[config.mk]
export PLATFORM = sky130hd
export DESIGN_NAME = instr_encoder
export DESIGN_NICKNAME = d
export VERILOG_FILES = /design/src/rtl/instr_pkg.sv /design/src/rtl/sync_fifo.sv /design/src/rtl/instr_encoder.sv
export SDC_FILE = /design/constraint.sdc
export NUM_CORES = 1
export LEC_CHECK = 0
export ABC_AREA = 1
export CAP_MARGIN = 10
export CELL_PAD_IN_SITES_DETAIL_PLACEMENT = 0
export CELL_PAD_IN_SITES_GLOBAL_PLACEMENT = 2
export CORE_MARGIN = 1
export CORE_UTILIZATION = 30
export DETAILED_ROUTE_END_ITERATION = 10
export DONT_BUFFER_PORTS = 1
export PLACE_DENSITY = 0.6
export REMOVE_ABC_BUFFERS = 1
export SYNTH_ARGS = -nofsm -noshare
export SYNTH_HDL_FRONTEND = slang
export SYNTH_SLANG_ARGS = --single-unit
[constraint.sdc]
create_clock -name i_clk -period 9.66 [get_ports i_clk]
set_input_delay 1.932 -clock i_clk [delete_from_list [all_inputs] [get_ports i_clk]]
set_output_delay 1.932 -clock i_clk [all_outputs]
set_load 0.01 [all_outputs]
[src/rtl/instr_pkg.sv]
// Shared RV32I encoding constants, the instruction-class enum and immediate
// range limits used by the instruction encoder.
package instr_pkg;

    typedef enum logic [3:0] {
        FMT_R      = 4'd0,
        FMT_I      = 4'd1,
        FMT_SHIFT  = 4'd2,
        FMT_LOAD   = 4'd3,
        FMT_STORE  = 4'd4,
        FMT_BRANCH = 4'd5,
        FMT_JAL    = 4'd6,
        FMT_JALR   = 4'd7,
        FMT_LUI    = 4'd8
    } fmt_e;

    localparam logic [6:0] OP_R      = 7'b0110011;
    localparam logic [6:0] OP_I      = 7'b0010011;
    localparam logic [6:0] OP_LOAD   = 7'b0000011;
    localparam logic [6:0] OP_STORE  = 7'b0100011;
    localparam logic [6:0] OP_BRANCH = 7'b1100011;
    localparam logic [6:0] OP_JAL    = 7'b1101111;
    localparam logic [6:0] OP_JALR   = 7'b1100111;
    localparam logic [6:0] OP_LUI    = 7'b0110111;

    localparam logic [2:0] F3_JALR = 3'b000;
    localparam logic [6:0] F7_BASE = 7'b0000000;
    localparam logic [6:0] F7_ALT  = 7'b0100000;

    localparam int IMM12_MIN = -2048;
    localparam int IMM12_MAX = 2047;
    localparam int SHAMT_MAX = 31;
    localparam int BR_MIN    = -4096;
    localparam int BR_MAX    = 4094;
    localparam int JAL_MIN   = -1048576;
    localparam int JAL_MAX   = 1048574;
    localparam int LUI_MAX   = 1048575;

    function automatic logic in_range(input logic signed [31:0] v, input int lo, input int hi);
        return (v >= lo) && (v <= hi);
    endfunction

endpackage

[src/rtl/sync_fifo.sv]
// Single-clock FIFO with occupancy count; DEPTH must be a power of two so the
// pointers wrap naturally.
module sync_fifo #(
    parameter int WIDTH = 32,
    parameter int DEPTH = 8
) (
    input  logic                     clk,
    input  logic                     rst,
    input  logic                     clear,
    input  logic                     push,
    input  logic                     pop,
    input  logic [WIDTH-1:0]         din,
    output logic [WIDTH-1:0]         dout,
    output logic                     full,
    output logic                     empty,
    output logic [$clog2(DEPTH):0]   level
);
    localparam int AW = $clog2(DEPTH);
    localparam logic [AW:0] FULL_CNT = (AW+1)'(DEPTH);

    logic [WIDTH-1:0] mem [DEPTH];
    logic [AW-1:0]    wr_ptr;
    logic [AW-1:0]    rd_ptr;
    logic [AW:0]      count;
    logic             do_push;
    logic             do_pop;

    assign full    = (count == FULL_CNT);
    assign empty   = (count == '0);
    assign level   = count;
    assign dout    = mem[rd_ptr];
    assign do_push = push & ~full & ~clear;
    assign do_pop  = pop & ~empty & ~clear;

    always_ff @(posedge clk or posedge rst) begin
        if (rst) begin
            wr_ptr <= '0;
            rd_ptr <= '0;
            count  <= '0;
        end else if (clear) begin
            wr_ptr <= '0;
            rd_ptr <= '0;
            count  <= '0;
        end else begin
            if (do_push) wr_ptr <= wr_ptr + 1'b1;
            if (do_pop)  rd_ptr <= rd_ptr + 1'b1;
            case ({do_push, do_pop})
                2'b10:   count <= count + 1'b1;
                2'b01:   count <= count - 1'b1;
                default: count <= count;
            endcase
        end
    end

    always_ff @(posedge clk) begin
        if (do_push) mem[wr_ptr] <= din;
    end

endmodule

[src/rtl/instr_encoder.sv]
// Encodes RV32I instruction fields into 32-bit words, range-checks immediates
// and buffers legal words for sequential writes into instruction memory.
module instr_encoder
    import instr_pkg::*;
#(
    parameter int DEPTH     = 8,
    parameter int ADDR_W    = 10,
    parameter int BASE_ADDR = 0
) (
    input  logic                    i_clk,
    input  logic                    i_reset,
    input  logic                    i_clear,
    input  logic                    i_valid,
    output logic                    o_ready,
    input  logic [3:0]              i_fmt,
    input  logic [2:0]              i_funct3,
    input  logic                    i_alt,
    input  logic [4:0]              i_rd,
    input  logic [4:0]              i_rs1,
    input  logic [4:0]              i_rs2,
    input  logic [31:0]             i_imm,
    output logic                    o_wr_en,
    output logic [ADDR_W-1:0]       o_wr_addr,
    output logic [31:0]             o_wr_data,
    input  logic                    i_wr_ready,
    output logic                    o_err,
    output logic [$clog2(DEPTH):0]  o_level
);
    fmt_e               fmt;
    logic signed [31:0] simm;
    logic [31:0]        word;
    logic               legal;
    logic               ready_q;
    logic               full;
    logic               empty;
    logic               accept;
    logic               push;
    logic               pop;

    assign fmt  = fmt_e'(i_fmt);
    assign simm = $signed(i_imm);

    always_comb begin
        word  = '0;
        legal = 1'b0;
        case (fmt)
            FMT_R: begin
                word  = {(i_alt ? F7_ALT : F7_BASE), i_rs2, i_rs1, i_funct3, i_rd, OP_R};
                legal = 1'b1;
            end
            FMT_I: begin
                word  = {i_imm[11:0], i_rs1, i_funct3, i_rd, OP_I};
                legal = in_range(simm, IMM12_MIN, IMM12_MAX);
            end
            FMT_SHIFT: begin
                word  = {1'b0, i_alt, 5'b00000, i_imm[4:0], i_rs1, i_funct3, i_rd, OP_I};
                legal = in_range(simm, 0, SHAMT_MAX);
            end
            FMT_LOAD: begin
                word  = {i_imm[11:0], i_rs1, i_funct3, i_rd, OP_LOAD};
                legal = in_range(simm, IMM12_MIN, IMM12_MAX);
            end
            FMT_STORE: begin
                word  = {i_imm[11:5], i_rs2, i_rs1, i_funct3, i_imm[4:0], OP_STORE};
                legal = in_range(simm, IMM12_MIN, IMM12_MAX);
            end
            FMT_BRANCH: begin
                word  = {i_imm[12], i_imm[10:5], i_rs2, i_rs1, i_funct3,
                         i_imm[4:1], i_imm[11], OP_BRANCH};
                legal = in_range(simm, BR_MIN, BR_MAX) && !i_imm[0];
            end
            FMT_JAL: begin
                word  = {i_imm[20], i_imm[10:1], i_imm[11], i_imm[19:12], i_rd, OP_JAL};
                legal = in_range(simm, JAL_MIN, JAL_MAX) && !i_imm[0];
            end
            FMT_JALR: begin
                word  = {i_imm[11:0], i_rs1, F3_JALR, i_rd, OP_JALR};
                legal = in_range(simm, IMM12_MIN, IMM12_MAX);
            end
            FMT_LUI: begin
                word  = {i_imm[19:0], i_rd, OP_LUI};
                legal = in_range(simm, 0, LUI_MAX);
            end
            default: begin
                word  = '0;
                legal = 1'b0;
            end
        endcase
    end

    // ready_q holds o_ready low during reset and raises it on the first edge after.
    assign o_ready = ready_q & ~full;
    assign accept  = i_valid & o_ready;
    assign push    = accept & legal & ~i_clear;
    assign pop     = o_wr_en & i_wr_ready & ~i_clear;
    assign o_wr_en = ~empty;

    always_ff @(posedge i_clk or posedge i_reset) begin
        if (i_reset) begin
            ready_q   <= 1'b0;
            o_wr_addr <= ADDR_W'(BASE_ADDR);
            o_err     <= 1'b0;
        end else begin
            ready_q <= 1'b1;
            if (i_clear) begin
                o_wr_addr <= ADDR_W'(BASE_ADDR);
                o_err     <= 1'b0;
            end else begin
                if (pop)             o_wr_addr <= o_wr_addr + 1'b1;
                if (accept && !legal) o_err    <= 1'b1;
            end
        end
    end

    sync_fifo #(
        .WIDTH (32),
        .DEPTH (DEPTH)
    ) u_fifo (
        .clk   (i_clk),
        .rst   (i_reset),
        .clear (i_clear),
        .push  (push),
        .pop   (pop),
        .din   (word),
        .dout  (o_wr_data),
        .full  (full),
        .empty (empty),
        .level (o_level)
    );

endmodule

==> results of run 1 <==
## cell usage after synthesis (2+ instances only)
master / instances
nor2_1: 267
edfxtp_1: 248
o21ai_0: 144
nand2_1: 108
inv_1: 51
clkbuf_1: 43
o22ai_1: 35
a31oi_1: 31
dfrtp_1: 22
nand3_1: 21
nor3_1: 16
a21oi_1: 14
o211ai_1: 8
inv_2: 7
nand4_1: 6
buf_1: 5
ha_1: 5
o221ai_1: 5
nand2_2: 4
nor2_4: 4
nand2_4: 3
a21oi_2: 2
a22oi_1: 2
clkinv_1: 2
nor2_2: 2
xor2_1: 2
## worst max path at each step
stage | startpoint | endpoint | slack [ns] | cells after the start
detailed placement | u_fifo.rd_ptr[0]$_DFFE_PP0P_ | o_wr_data[10] | 5.08 | 6
CTS | u_fifo.rd_ptr[0]$_DFFE_PP0P_ | o_wr_data[10] | 4.49 | 6
global route | u_fifo.rd_ptr[0]$_DFFE_PP0P_ | o_wr_data[0] | 4.31 | 6
global placement | u_fifo.rd_ptr[0]$_DFFE_PP0P_ | o_wr_data[1] | 5.10 | 6
finish | u_fifo.rd_ptr[0]$_DFFE_PP0P_ | o_wr_data[1] | 4.62 | 6
floorplan | u_fifo.rd_ptr[0]$_DFFE_PP0P_ | o_wr_data[0] | 2.49 | 5
## stage by stage
step | std cells | worst slack (ns) | hold slack (ns) | instance area (um^2)
global route | 1611 | 4.31 | 0.630 | 13300
finish | 1614 | 4.62 | 0.588 | 13300
CTS | 1610 | 4.49 | 0.596 | 13300
floorplan | 1023 | 2.49 | 0.532 | 11500
detailed placement | 1552 | 5.08 | 0.581 | 12300
global placement | 1552 | 5.10 | 0.574 | 12300
## area by class of cell
type                       count  share of cell area, %
sequential                   270                   60.1
multi-input combinational    692                   25.0
clock buffer                  38                   6.03
tap                          511                   4.80
inverter                      61                   1.76
clock inverter                20                   1.16
timing repair buffer          18                   1.02
antenna                        4                 0.0752
## placed cells by master, fill, tap and decap left out, drive strengths merged, types with 16 or more instances in the layout
master	n
nor2	274
dfrtp	22
nor3	16
nand2	115
o22ai	35
clkbuf	38
o21ai	144
edfxtp	248
nand3	22
a21oi	16
a31oi	31
clkinv	18
buf	18
inv	60
## layer usage
metal	track usage [%]	part of all wire (%)	vias up	wire (um)
met5	0	0.049	-	17
met4	3.22	1.1	2	368
met3	3.90	5.5	31	1910
met2	29.9	49	138	16800
met1	23.2	45	3772	15400
li1	-	-	3807	-
## state kept, by name, summed over array words and instances, names as in the netlist
register / count
u_fifo.rd_ptr: 3
ready_q: 1
u_fifo.mem: 248
o_err: 1
o_wr_addr: 10
u_fifo.level: 4
u_fifo.wr_ptr: 3
## logic make-up (layout without fill, tap and decap cells)
family / after synthesis / count (layout)
simple gates: 437 / 437
flops: 270 / 270
compound gates: 246 / 246
buf+inv: 110 / 137
fa+ha+maj: 6 / 6
xor+xnor: 2 / 2
other cells: 1 / 5
## power by group through the flow
stage,clock (mW),sequential [mW],combinational [mW]
6_report,1.10,1.29,0.0721
3_3_place_gp,0,1.31,0.0735
4_1_cts,1.13,1.29,0.0736
3_5_place_dp,0,1.31,0.0734
2_1_floorplan,0,1.31,0.0461
5_1_grt,1.18,1.29,0.0813
==> impl_metrics.py, run 1 <==
metrics = {
    "outcome": {
        "status": "finished, final reports clean",
    },
    "yosys": {
        "ys_warn_count": 0,
        "muxShareOfSynthArea_pct": 0,
        "yosysTopAreaCellShare_pct": 63.6,
        "synth_top_family_by_area": "simple AND/OR/NAND/NOR gates",
        "async_reset_ff_share_pct": 8.15,
        "synthTopCellsByArea": "edfxtp_1 (64%), nor2_1 (8.6%), o21ai_0 (6.2%)",
        "synth_area_mm2": 0.0117,
        "ys.flop_type": "edfxtp_1",
        "synth-seq-cells": 270,
        "yosys.area.top_type": "edfxtp_1",
        "synth.distinct_cells": 41,
        "avgSynthCellArea_um2": 10.9,
        "ys_seq_area_share_pct": 68.3,
        "synth_cells": 1072,
        "synth_xor_area_share_pct": 0.150,
        "synthAdderAreaFrac_pct": 0.705,
        "synth_edf_count": 248,
        "synth-simple-area-share_pct": 15.4,
        "synth_compound_area_share_pct": 11.8,
    },
    "power_and_ir_drop": {
        "p_sw_mw": 0.514,
        "power_leakage_nw": 4.70,
        "swShare_pct": 20.9,
        "power.internal_mw": 1.94,
        "p_comb_share_pct": 2.9,
        "p_seq_share_pct": 52.4,
        "clkPwrFrac_pct": 44.6,
        "power.density_mw_per_mm2": 185,
        "ir_drop_v": 0.000140,
        "p_total_mw": 2.46,
    },
    "critical_path": {
        "crit_family": "buffers and inverters",
        "worstSetupStartpointType": "flip-flop",
        "path_cells": "clkinv_2 > buf_4 > o21ai_0 > o22ai_1 > nor2_1 > a31oi_1",
        "ff2ff_path_depth": 14,
        "worstPathArrival_ns": 3.11,
        "crit_fanout": 78,
        "critPathBufInv": 2,
        "worst_path_max_delay_cell": "buf_4",
        "timing.rr.start": "u_fifo.level[0]$_DFFE_PP0P_",
        "required_ns": 7.73,
        "endpoint_kind": "output port",
        "r2r_slack_ns": 6.87,
        "critPathMaxStageDelay_ns": 0.73,
        "path_class": "flip-flop to output port",
        "reg2reg_to": "u_fifo.level[3]$_DFFE_PP0P_",
    },
    "timing": {
        "worst_pin_slew_ns": 1.02,
        "finalCritPeriodShare_pct": 52.2,
        "setup_tns_ns": 0,
        "rsz0062_at_grt": "false",
        "relSlewSlack_pct": 31.1,
        "fmax_mhz": 198,
        "final-max-slew-violation-count": 0,
        "finalHoldViolations": 0,
        "final-setup-viol-count": 0,
        "min_period_ns": 5.04,
        "fin_skew_ns": 0.0135,
    },
    "global_route": {
        "grt_pass1_vias": 7723,
        "antenna_found_initial": 5,
        "overflow": 0,
        "grt_usage_pct": 17.7,
        "grt_max_degree": 84,
        "grt_first_pass_wirelength_um": 51200,
    },
    "cells_and_area": {
        "seq_area_mm2": 0.00800,
        "fin_nets": 1140,
        "n_fill_cell": 3866,
        "area_growth_pct": 13.7,
        "drive_gt1_share_pct": 8.92,
        "fin_util_pct": 35.0,
        "multi_input_area_mm2": 0.00333,
    },
    "placement": {
        "io_buffers": 0,
        "place.gp.congestion": 0.781,
        "dp_hpwl_um": 21400,
    },
    "floorplan": {
        "die_h_um": 200,
        "die_w_um": 200,
        "ios": 109,
        "coreArea_mm2": 0.0380,
        "initial_core_util_pct": 30.8,
        "dieArea_mm2": 0.0398,
        "rows": 71,
    },
    "min_path": {
        "hold_end": "o_err$_DFFE_PP0P_",
        "holdCritStartpoint": "o_err$_DFFE_PP0P_",
        "min_path_cells": 1,
        "hold_path_class": "flip-flop to flip-flop",
    },
    "clock_tree": {
        "clockRootBuffer": "clkbuf_16",
        "clk_latency_ns": 0.56,
        "cts_max_level": 1,
        "post_cts_buffers": 0,
        "cts.sinks": 270,
        "cts_buffers": 31,
        "postCtsResizedCells": 0,
        "clkSlewWorstSetupHoldPaths_ns": 0.06,
        "cts_tree": "built",
        "cts_buffer_depth": 3,
        "cts_hold_buf": 0,
    },
    "detailed_routing": {
        "vias": 7750,
        "dr.pass1.iters": 5,
        "drcViolationCount": 0,
        "wl_per_cell_um": 21.4,
        "avgViaCountPerCell": 4.80,
        "final_antenna_net_count": 0,
        "totalWireLength_um": 34500,
        "drtIter0Drc": 517,
    },
    "flow_run": {
        "drv_cap": 0,
    },
}
No activity file was read; power rests on OpenSTA's default activity.
==> run 2: changes to the inputs <==
--- a/config.mk
+++ b/config.mk
@@ -13,7 +13,7 @@
 export CORE_UTILIZATION = 30
 export DETAILED_ROUTE_END_ITERATION = 10
 export DONT_BUFFER_PORTS = 1
-export PLACE_DENSITY = 0.6
+export PLACE_DENSITY = 0.62
 export REMOVE_ABC_BUFFERS = 1
 export SYNTH_ARGS = -nofsm -noshare
 export SYNTH_HDL_FRONTEND = slang
==> constraint.sdc (replaced) <==
create_clock -name i_clk -period 4.5 [get_ports i_clk]
set_input_delay 0.9 -clock i_clk [delete_from_list [all_inputs] [get_ports i_clk]]
set_output_delay 0.9 -clock i_clk [all_outputs]
set_load 0.01 [all_outputs]
==> impl_metrics.py, run 2 (synthesized netlist as in run 1, its figures left out) <==
metrics = {
    "outcome": {
        "status": "finished, final reports clean",
    },
    "cells_and_area": {
        "layout_common_cells": "nor2_1 (267), edfxtp_1 (248), o21ai_0 (144)",
        "final_cells": 1615,
        "seq_area_mm2": 0.00800,
        "drive_gt1_share_pct": 9.26,
        "largest_register_ffs": 248,
        "final_common_cell": "nor2_1",
        "fin_nets": 1145,
        "fin_util_pct": 35.2,
        "area_growth_pct": 14.2,
        "postLayoutCellArea_mm2": 0.0134,
        "regMostFlops": "u_fifo.mem",
        "n_fill_cell": 3885,
        "multi_input_area_mm2": 0.00333,
    },
    "detailed_routing": {
        "dr.pass1.iters": 4,
        "vias": 7860,
        "drcViolationCount": 0,
        "final_antenna_net_count": 0,
        "wl_per_cell_um": 21.3,
        "drtIter0Drc": 553,
        "avgViaCountPerCell": 4.87,
        "totalWireLength_um": 34300,
    },
    "critical_path": {
        "reg2reg_to": "u_fifo.level[3]$_DFFE_PP0P_",
        "path_cells": "clkinv_2 > buf_4 > o21ai_0 > a31oi_1",
        "worst_path_max_delay_cell": "dfrtp_4",
        "critPathBufInv": 2,
        "endpoint_kind": "output port",
        "worstPathArrival_ns": 2.84,
        "timing.rr.start": "u_fifo.level[0]$_DFFE_PP0P_",
        "required_ns": 3.60,
        "crit_fanout": 46,
        "r2r_slack_ns": 1.67,
        "crit_family": "buffers and inverters",
        "critPathMaxStageDelay_ns": 0.61,
        "worstSetupStartpointType": "flip-flop",
        "path_class": "flip-flop to output port",
        "ff2ff_path_depth": 14,
    },
    "clock_tree": {
        "post_cts_buffers": 0,
        "cts_hold_buf": 0,
        "cts.sinks": 270,
        "cts_max_level": 1,
        "clkSlewWorstSetupHoldPaths_ns": 0.06,
        "cts_buffers": 30,
        "postCtsResizedCells": 0,
        "clk_latency_ns": 0.56,
        "clockRootBuffer": "clkbuf_16",
        "cts_tree": "built",
        "cts_buffer_depth": 3,
    },
    "timing": {
        "relSlewSlack_pct": 30.0,
        "fin_skew_ns": 0.0135,
        "fin_ws_ns": 0.758,
        "finalCritPeriodShare_pct": 83.2,
        "finalHoldViolations": 0,
        "fmax_mhz": 267,
        "setup_tns_ns": 0,
        "final-setup-viol-count": 0,
        "worst_pin_slew_ns": 1.04,
        "rsz0062_at_grt": "false",
        "min_period_ns": 3.74,
        "final-max-slew-violation-count": 0,
        "holdWs_ns": 0.419,
    },
    "placement": {
        "dp_hpwl_um": 22900,
        "place_ws_ns": 1.05,
        "place_area_mm2": 0.0124,
        "io_buffers": 0,
        "place.gp.congestion": 0.825,
        "placedCellCount": 1558,
    },
    "power_and_ir_drop": {
        "ir_drop_v": 0.000258,
        "power.density_mw_per_mm2": 399,
        "power_leakage_nw": 4.74,
        "p_total_mw": 5.34,
    },
    "floorplan": {
        "coreArea_mm2": 0.0380,
        "dieArea_mm2": 0.0398,
        "ios": 109,
        "die_w_um": 200,
        "rows": 71,
        "die_h_um": 200,
        "initial_core_util_pct": 30.8,
    },
    "min_path": {
        "hold_end": "o_wr_addr[4]$_DFFE_PP0P_",
        "hold_path_class": "primary input to flip-flop",
        "min_path_cells": 1,
        "holdCritStartpoint": "i_clear",
    },
    "global_route": {
        "grt_max_degree": 64,
        "overflow": 0,
        "grt_usage_pct": 17.5,
        "antenna_found_initial": 2,
        "grt_first_pass_wirelength_um": 51300,
        "grt_pass1_vias": 7779,
    },
    "flow_run": {
        "drv_cap": 0,
    },
}
==> run 2: how the worst max path moves through the flow <==
stage                                            start                     endpoint  slack [ns]  cells past startpoint
after global placement                        i_imm[6]  u_fifo.level[3]$_DFFE_PP0P_        1.04                     21
after CTS                 u_fifo.rd_ptr[0]$_DFFE_PP0P_                o_wr_data[15]        0.62                      6
final                     u_fifo.rd_ptr[0]$_DFFE_PP0P_                 o_wr_data[0]        0.76                      4
after global routing      u_fifo.rd_ptr[0]$_DFFE_PP0P_                 o_wr_data[0]        0.50                      4
after detailed placement                      i_imm[6]  u_fifo.level[3]$_DFFE_PP0P_        1.05                     21
after floorplan           u_fifo.rd_ptr[0]$_DFFE_PP0P_                 o_wr_data[0]       -1.64                      5
==> run 2: layer usage <==
| metal | GRT usage [%] | share of wire [%] |
|---|---|---|
| met5 | 0 | 0 |
| met4 | 3.96 | 1.3 |
| met1 | 24.4 | 46 |
| met3 | 3.90 | 6.5 |
| met2 | 27.7 | 46 |
==> run 2: worst reg2reg max path, delay by kind of cell (launching register included) <==
kind                     cells  cell delay (ns)
flip-flops                   1             0.51
AND/OR/NAND/NOR             10             1.54
XOR/XNOR                     1             0.15
adder cells (fa/ha/maj)      1             0.28
AO/OA/AOI/OAI                1             0.15
buffers and inverters        1             0.15
==> run 2: where the power goes <==
part / total (mW) / switching (mW) / internal, mW
Combinational: 0.159 / 0.127 / 0.0321
Sequential: 2.76 / 0.00279 / 2.76
Clock: 2.41 / 0.966 / 1.45
Total: 5.34 / 1.10 / 4.24
==> run 2: area by class of cell <==
class                           instances  share of cell area [%]
Antenna cell                            2                  0.0374
Clock buffer                           38                    5.84
Clock inverter                         17                    1.41
Inverter                               61                    1.74
Multi-Input combinational cell        692                    24.9
Sequential cell                       270                    59.8
Tap cell                              511                    4.78
Timing Repair Buffer                   24                    1.44
==> run 3: changes to the inputs <==
--- a/config.mk
+++ b/config.mk
@@ -13,7 +13,7 @@
 export CORE_UTILIZATION = 30
 export DETAILED_ROUTE_END_ITERATION = 10
 export DONT_BUFFER_PORTS = 1
-export PLACE_DENSITY = 0.62
+export PLACE_DENSITY = 0.6
 export REMOVE_ABC_BUFFERS = 1
 export SYNTH_ARGS = -nofsm -noshare
 export SYNTH_HDL_FRONTEND = slang
==> constraint.sdc (replaced) <==
create_clock -name i_clk -period 3.7 [get_ports i_clk]
set_input_delay 0.74 -clock i_clk [delete_from_list [all_inputs] [get_ports i_clk]]
set_output_delay 0.74 -clock i_clk [all_outputs]
set_load 0.01 [all_outputs]
==> impl_metrics.py, run 3 (synthesized netlist as in run 1, its figures left out) <==
metrics = {
    "cells_and_area": {
        "regMostFlops": "u_fifo.mem",
        "layout_common_cells": "nor2_1 (267), edfxtp_1 (248), o21ai_0 (144)",
        "largest_register_ffs": 248,
        "area_growth_pct": 15.7,
        "n_fill_cell": 3875,
        "final_common_cell": "nor2_1",
        "postLayoutCellArea_mm2": 0.0135,
        "fin_nets": 1155,
        "drive_gt1_share_pct": 10.2,
        "final_cells": 1628,
    },
    "global_route": {
        "grt_first_pass_wirelength_um": 52100,
        "grt_pass1_vias": 7774,
        "antenna_found_initial": 5,
        "overflow": 0,
        "grt_max_degree": 77,
        "grt_usage_pct": 17.9,
    },
    "floorplan": {
        "coreArea_mm2": 0.0380,
        "dieArea_mm2": 0.0398,
        "die_w_um": 200,
        "ios": 109,
        "initial_core_util_pct": 30.8,
        "rows": 71,
        "die_h_um": 200,
    },
    "clock_tree": {
        "cts_hold_buf": 0,
        "clkSlewWorstSetupHoldPaths_ns": 0.06,
        "post_cts_buffers": 0,
        "clk_latency_ns": 0.56,
        "cts_max_level": 1,
        "clockRootBuffer": "clkbuf_16",
        "cts_buffer_depth": 3,
        "cts_buffers": 31,
        "cts_tree": "built",
        "cts.sinks": 270,
        "postCtsResizedCells": 0,
    },
    "detailed_routing": {
        "avgViaCountPerCell": 4.86,
        "drtIter0Drc": 584,
        "drcViolationCount": 0,
        "vias": 7910,
        "wl_per_cell_um": 21.6,
        "final_antenna_net_count": 0,
        "dr.pass1.iters": 5,
        "totalWireLength_um": 35100,
    },
    "power_and_ir_drop": {
        "p_comb_share_pct": 2.9,
        "clkPwrFrac_pct": 46.5,
        "p_sw_mw": 1.37,
        "ir_drop_v": 0.000324,
        "power_leakage_nw": 4.83,
        "p_seq_share_pct": 50.6,
        "power.internal_mw": 5.27,
        "power.density_mw_per_mm2": 490,
        "swShare_pct": 20.6,
    },
    "critical_path": {
        "critPathBufInv": 1,
        "path_cells": "buf_4 > o21ai_0 > o22ai_1 > nor2_1 > a31oi_1",
        "required_ns": 2.96,
        "worstSetupStartpointType": "flip-flop",
        "path_class": "flip-flop to output port",
        "crit_family": "flip-flops",
        "critPathMaxStageDelay_ns": 0.85,
        "crit_fanout": 28,
        "worstPathArrival_ns": 2.65,
        "endpoint_kind": "output port",
        "worst_path_max_delay_cell": "dfrtp_2",
    },
    "timing": {
        "worst_pin_slew_ns": 0.962,
        "rsz0062_at_grt": "false",
        "fmax_mhz": 295,
        "finalHoldViolations": 0,
        "finalCritPeriodShare_pct": 91.6,
        "final-max-slew-violation-count": 0,
        "fin_skew_ns": 0.0148,
        "relSlewSlack_pct": 35.3,
        "fin_ws_ns": 0.312,
        "final-setup-viol-count": 0,
        "min_period_ns": 3.39,
    },
    "placement": {
        "io_buffers": 0,
        "place_area_mm2": 0.0125,
        "dp_hpwl_um": 22700,
        "place.gp.congestion": 0.767,
        "placedCellCount": 1567,
        "place_ws_ns": 0.455,
    },
    "min_path": {
        "hold_path_class": "primary input to flip-flop",
    },
    "flow_run": {
        "drv_cap": 0,
    },
    "outcome": {
        "status": "finished, final reports clean",
    },
}
run 3: cell type report:
class                           instances  area [um^2]  area share (%)
Sequential cell                       270         8000            59.1
Inverter                               61          233            1.72
Antenna cell                            4         10.0          0.0739
Clock inverter                         20          226            1.67
Multi-Input combinational cell        692         3330            24.6
Timing Repair Buffer                   33          310            2.29
Tap cell                              511          639            4.72
Clock buffer                           37          798            5.89
run 3: through the flow:
stage	total power, mW	hold WS [ns]	utilization (%)	setup TNS (ns)
floorplan	3.54	0.532	-	-257.12
global placement	3.62	0.575	32.9	0
detailed placement	3.62	0.577	32.9	0
CTS	6.72	0.226	35.6	0
global route	6.86	0.230	35.6	0
finish	6.64	0.254	35.6	0
run 3: power groups by stage:
stage               sequential (mW)  clock, mW  combinational [mW]
CTS                            3.36       3.17               0.197
global route                   3.36       3.28               0.217
floorplan                      3.42          0               0.120
detailed placement             3.42          0               0.197
finish                         3.36       3.09               0.194
global placement               3.42          0               0.196
run 3: layer usage:
| metal | global-route usage [%] | part of all wire (%) | up-vias | wire length (um) |
|---|---|---|---|---|
| met5 | 0 | 0.040 | - | 14 |
| met4 | 3.51 | 1.3 | 2 | 464 |
| met3 | 3.92 | 5.9 | 34 | 2090 |
| met2 | 30.1 | 49 | 162 | 17000 |
| met1 | 23.8 | 44 | 3873 | 15500 |
| li1 | - | - | 3839 | - |
run 3: final timing paths:
path / from / cells after the start / slack [ns] / end
min reg2reg: o_wr_addr[9]$_DFFE_PP0P_ / 2 / 0.59 / o_wr_addr[9]$_DFFE_PP0P_
max reg2reg: u_fifo.level[0]$_DFFE_PP0P_ / 16 / 0.97 / u_fifo.level[3]$_DFFE_PP0P_
min: i_clear / 1 / 0.25 / o_wr_addr[6]$_DFFE_PP0P_
max in group asynchronous: i_reset / 1 / 2.78 / u_fifo.rd_ptr[0]$_DFFE_PP0P_
max: u_fifo.rd_ptr[1]$_DFFE_PP0P_ / 5 / 0.31 / o_wr_data[20]
min in group asynchronous: i_reset / 1 / 0.27 / o_wr_addr[5]$_DFFE_PP0P_
